File: src/rtl/vga_sync_gen.sv
// VGA raster timing: pixel-enable divider, h/v counters, sync pulses, video window.
// Optional macro VGA_SYNC_PIPE_EN adds one clk of delay on hsync, vsync and video_on.
module vga_sync_gen #(
  parameter int CLK_DIV  = 2,
  parameter int H_DISP   = 640,
  parameter int H_FP     = 16,
  parameter int H_SYNC   = 96,
  parameter int H_BP     = 48,
  parameter int V_DISP   = 480,
  parameter int V_FP     = 10,
  parameter int V_SYNC   = 2,
  parameter int V_BP     = 33,
  parameter int SYNC_POL = 0
) (
  input  logic       clk,
  input  logic       reset_n,
  output logic       p_tick,
  output logic [9:0] pixel_x,
  output logic [9:0] pixel_y,
  output logic       video_on,
  output logic       hsync,
  output logic       vsync,
  output logic       frame_tick
);

  localparam int H_TOTAL = H_DISP + H_FP + H_SYNC + H_BP;
  localparam int V_TOTAL = V_DISP + V_FP + V_SYNC + V_BP;

  localparam logic [3:0] DIV_MAX  = 4'(CLK_DIV - 1);
  localparam logic [9:0] H_MAX    = 10'(H_TOTAL - 1);
  localparam logic [9:0] V_MAX    = 10'(V_TOTAL - 1);
  localparam logic [9:0] H_VIS    = 10'(H_DISP);
  localparam logic [9:0] V_VIS    = 10'(V_DISP);
  localparam logic [9:0] HS_START = 10'(H_DISP + H_FP);
  localparam logic [9:0] HS_END   = 10'(H_DISP + H_FP + H_SYNC - 1);
  localparam logic [9:0] VS_START = 10'(V_DISP + V_FP);
  localparam logic [9:0] VS_END   = 10'(V_DISP + V_FP + V_SYNC - 1);
  localparam logic       SYNC_ACT = (SYNC_POL != 0);

  function automatic logic in_win(input logic [9:0] pos, input logic [9:0] lo,
                                  input logic [9:0] hi);
    return (pos >= lo) && (pos <= hi);
  endfunction

  logic [3:0] div_cnt;
  logic [9:0] x_nxt;
  logic [9:0] y_nxt;
  logic       hsync_p0;
  logic       vsync_p0;
  logic       video_on_p0;

  always_comb begin
    x_nxt = pixel_x;
    y_nxt = pixel_y;
    if (p_tick) begin
      if (pixel_x == H_MAX) begin
        x_nxt = '0;
        y_nxt = (pixel_y == V_MAX) ? '0 : pixel_y + 10'd1;
      end else begin
        x_nxt = pixel_x + 10'd1;
      end
    end
  end

  // Stage p0: divider, counters, and syncs decoded from next-state counters so
  // they switch on the same edge as pixel_x/pixel_y.
  always_ff @(posedge clk or negedge reset_n) begin
    if (!reset_n) begin
      div_cnt  <= '0;
      p_tick   <= 1'b0;
      pixel_x  <= '0;
      pixel_y  <= '0;
      hsync_p0 <= ~SYNC_ACT;
      vsync_p0 <= ~SYNC_ACT;
    end else begin
      div_cnt  <= (div_cnt == DIV_MAX) ? 4'd0 : div_cnt + 4'd1;
      p_tick   <= (div_cnt == DIV_MAX);
      pixel_x  <= x_nxt;
      pixel_y  <= y_nxt;
      hsync_p0 <= in_win(x_nxt, HS_START, HS_END) ? SYNC_ACT : ~SYNC_ACT;
      vsync_p0 <= in_win(y_nxt, VS_START, VS_END) ? SYNC_ACT : ~SYNC_ACT;
    end
  end

  assign video_on_p0 = (pixel_x < H_VIS) && (pixel_y < V_VIS);
  assign frame_tick  = p_tick && (pixel_x == H_MAX) && (pixel_y == V_MAX);

`ifdef VGA_SYNC_PIPE_EN
  logic hsync_p1;
  logic vsync_p1;
  logic video_on_p1;

  // Stage p1: extra clk to line up with the synchronous font ROM output.
  always_ff @(posedge clk or negedge reset_n) begin
    if (!reset_n) begin
      hsync_p1    <= ~SYNC_ACT;
      vsync_p1    <= ~SYNC_ACT;
      video_on_p1 <= 1'b0;
    end else begin
      hsync_p1    <= hsync_p0;
      vsync_p1    <= vsync_p0;
      video_on_p1 <= video_on_p0;
    end
  end

  assign hsync    = hsync_p1;
  assign vsync    = vsync_p1;
  assign video_on = video_on_p1;
`else
  assign hsync    = hsync_p0;
  assign vsync    = vsync_p0;
  assign video_on = video_on_p0;
`endif

endmodule

File: config.mk
export PLATFORM = sky130hd
export DESIGN_NAME = vga_sync_gen
export DESIGN_NICKNAME = d
export VERILOG_FILES = /design/src/rtl/vga_sync_gen.sv
export SDC_FILE = /design/constraint.sdc
export NUM_CORES = 1
export LEC_CHECK = 0
export BUFFER_PORTS_ARGS = -buffer_cell sky130_fd_sc_hd__clkbuf_2
export CAP_MARGIN = 20
export CELL_PAD_IN_SITES_DETAIL_PLACEMENT = 1
export CELL_PAD_IN_SITES_GLOBAL_PLACEMENT = 1
export CORE_MARGIN = 2
export CORE_UTILIZATION = 40
export DETAILED_ROUTE_END_ITERATION = 8
export GPL_TIMING_DRIVEN = 0
export PLACE_DENSITY = 0.79
export SETUP_SLACK_MARGIN = 0.2
export SKIP_CTS_REPAIR_TIMING = 1
export SYNTH_ARGS = -nofsm -noshare
export SYNTH_HDL_FRONTEND = slang
export SYNTH_SLANG_ARGS = --single-unit
File: constraint.sdc
create_clock -name clk -period 2.7 [get_ports clk]
set_clock_uncertainty 0.15 [all_clocks]
set_input_delay 0.27 -clock clk [delete_from_list [all_inputs] [get_ports clk]]
set_output_delay 0.27 -clock clk [all_outputs]
set_load 0.005 [all_outputs]
==> key figures <==
Status
  – Run status: completed

Placement
  – DP Wirelength: 2590 um
  – Gp weighted congestion: about 0.8
  – PortBufs: 26
  – Dpl cells: around 220

STA
  – Slew headroom: 55.6%
  – Worst slew pin tran: roughly 0.66 ns
  – Hold Vio Cnt, Final: 0
  – Fmax: about 420 MHz
  – Min Hold Slack: 0.322 ns
  – RSZ-0062 raised after global routing: no
  – Final period util: ~88%
  – Tmin final: about 2.4 ns
  – Final setup fails: 0
  – Setup TNS: 0 ns
  – Fin. max-slew vios: 0

Clock network
  – Root Driver: clkbuf_4
  – Worst-Skew Late Latency: roughly 0.34 ns
  – Clock-pin transition on the worst setup and hold timing paths: about 0.16 ns
  – Cts bufs inserted: 3
  – Clock buffer depth: 2
  – CTS tree: done
  – CTS Sinks: 27
  – CTS H-tree depth: 1

Detailed routing
  – Via Count: approximately 1,200
  – Antenna Nets Post-Route: 0
  – Total Wirelength: 3500 um
  – DR pass1 iterations: 4
  – DRT iter0 DRCs: 30
  – Via-to-Cell Ratio: between 5 and 6
  – Routed len/inst: between 15 and 20 um
  – DRC: 0

Setup path
  – Worst Setup Path Type: reg2out
  – Worst setup SP type: flop
  – Worst Path Buf+Inv: 2
  – Required time worst endpoint: 2.28 ns
  – Critical Path, Cell by Cell: or4b_4 -> nor3_4 -> buf_6 -> and2_1 -> clkbuf_2
  – CP max stage delay: approximately 0.58 ns
  – Crit-path max FO: 10
  – WP data arrival: approximately 2.0 ns
  – Crit end category: primary output
  – CP top delay family: simple AND/OR/NAND/NOR gates
  – Slowest CP cell: or4b_4

Global routing
  – Vias in the first global route: roughly 1,300
  – Initial antenna violation count: 0
  – Tot GR Track Use: a little under a fifth
  – Largest net degree at the start of global routing: 28
  – Remaining Overflow, GRT: 0
  – First-pass GRT wire length: between 6000 and 7000 um

Worst hold path
  – Hold WC Path Type: in2async

Power
  – Pwr/cell area: between 300 and 400 nW/um2
  – Total Power: 603 uW
  – Max VDD drop: between 0.0002 and 0.00025 V
  – Pleak: a little over 0.7 nW

Floorplan
  – I/O Pins: 27
  – DIE WIDTH: approximately 64 um
  – Die Y-Extent: about 64 um
  – CORE AREA: approximately 3400 um2
  – Die area: between 4000 and 5000 um2
  – Row Count: 21
  – Initial Util: 42.5%

Final layout
  – Post-route insts no fill: 227
  – Layout area overhead: 16.8%
  – Fin util: around 50%
  – Diodes inserted: 0
  – Share of cells above drive strength 1: 24.3%
  – Nets: ~190

Yosys
  – Total number of yosys warnings: 0
  – Seq/Total Area, Yosys: ~47%
  – Mapped cell area: ~1500 um2
  – Synth unique cells: 38
  – Gate Count Post-Synth: 150
  – Mean area per synthesized cell: around 9.7 um2
  – Synth Net Count: 155
  – Flops & latches, synth: 27

Job
  – Max cap viols: 0
## cells in the mapped netlist, drive strengths merged
cell type,count,area [um2]
nor3,5,35.0
clkbuf,2,7.51
ha,3,37.5
a32oi,1,8.76
and3b,1,8.76
nand2,19,71.3
and3,2,12.5
dfstp,2,52.6
buf,3,20.0
a21oi,1,5.00
or4b,1,13.8
or3,2,12.5
nand2b,2,12.5
nand3b,1,7.51
or4,1,7.51
a21o,1,7.51
nor2,9,33.8
nor2b,2,12.5
and4bb,1,12.5
nor4,5,37.5
o21ai,14,70.1
xor2,4,35.0
nand4,6,52.6
a21boi,1,7.51
and2,2,12.5
o31ai,1,7.51
o2bb2ai,1,8.76
inv,7,26.3
dfrtp,25,626
nand3,9,45.0
xnor2,9,78.8
nand4b,5,43.8
mux2,1,11.3
mux2i,1,10.0
## area by class of cell
type,instances,area (um2)
Sequential cell,27,679
Timing Repair Buffer,27,140
Clock inverter,1,7.51
Tap cell,46,57.6
Multi-Input combinational cell,111,728
Clock buffer,3,22.5
Inverter,7,26.3
Buffer,5,33.8
Fill cell,406,1720
## worst paths after layout
check / start / slack, ns / depth (start not counted) / to
max: pixel_x[5]$_DFF_PN0_ / 0.31 / 5 / frame_tick
min: reset_n / 0.32 / 2 / pixel_y[3]$_DFF_PN0_
max reg2reg: pixel_x[5]$_DFF_PN0_ / 0.43 / 5 / vsync$_DFF_PN1_
min reg2reg: div_cnt[3]$_DFF_PN0_ / 0.35 / 1 / p_tick$_DFF_PN0_
max in group asynchronous: reset_n / 1.61 / 2 / pixel_x[5]$_DFF_PN0_
min in group clk: div_cnt[3]$_DFF_PN0_ / 0.35 / 1 / p_tick$_DFF_PN0_
## sequential cells by signal, summed over array words and instances, names as in the netlist
name and count:
hsync 1, pixel_x 10, div_cnt 4, p_tick 1, pixel_y 10, vsync 1
## per-layer routing
metal | part of all wire [%] | vias up | global-route usage, %
li1 | - | 591 | -
met1 | 45 | 591 | 23.7
met2 | 51 | 18 | 33.3
met3 | 2.5 | 4 | 2.29
met4 | 0.83 | 0 | 5.32
met5 | 0 | - | 0
## cells by family (layout without fill, tap and decap cells)
logic type / count (synthesis) / count (layout) / synth area share (%)
and+or+nand+nor: 73 / 73 / 29.7
buffers and inverters: 12 / 43 / 3.71
DFF: 27 / 27 / 46.7
muxes: 2 / 2 / 1.47
AOI/OAI and AO/OA: 20 / 20 / 7.93
adders and majority gates: 3 / 3 / 2.59
xor gates and xnor gates: 13 / 13 / 7.84
## metrics by stage
stage | setup WS (ns) | area (um2)
6_report | 0.312 | 1700
5_1_grt | 0.202 | 1700
4_1_cts | 0.198 | 1670
3_5_place_dp | 0.454 | 1640
3_3_place_gp | 0.508 | 1640
2_1_floorplan | 0.679 | 1450
## where the power goes
part / internal [mW] / leakage, nW / switching (mW)
registers: 0.405 / 0.354 / 0
logic: 0.00143 / 0.352 / 0.00771
clock network: 0.0568 / 0.0139 / 0.133
## placed cells by master, fill, tap and decap left out, drive strengths merged, types with 2 or more instances in the layout
master,instances
nand3,9
or3,2
dfrtp,25
xor2,4
buf,3
inv,7
clkbuf,31
nor4,5
nor2b,2
nand2,19
ha,3
and2,2
nand4,6
dfstp,2
xnor2,9
nand2b,2
o21ai,14
nor3,5
nand4b,5
nor2,9
and3,2
Note: power is estimated with default switching activity, not from simulation.
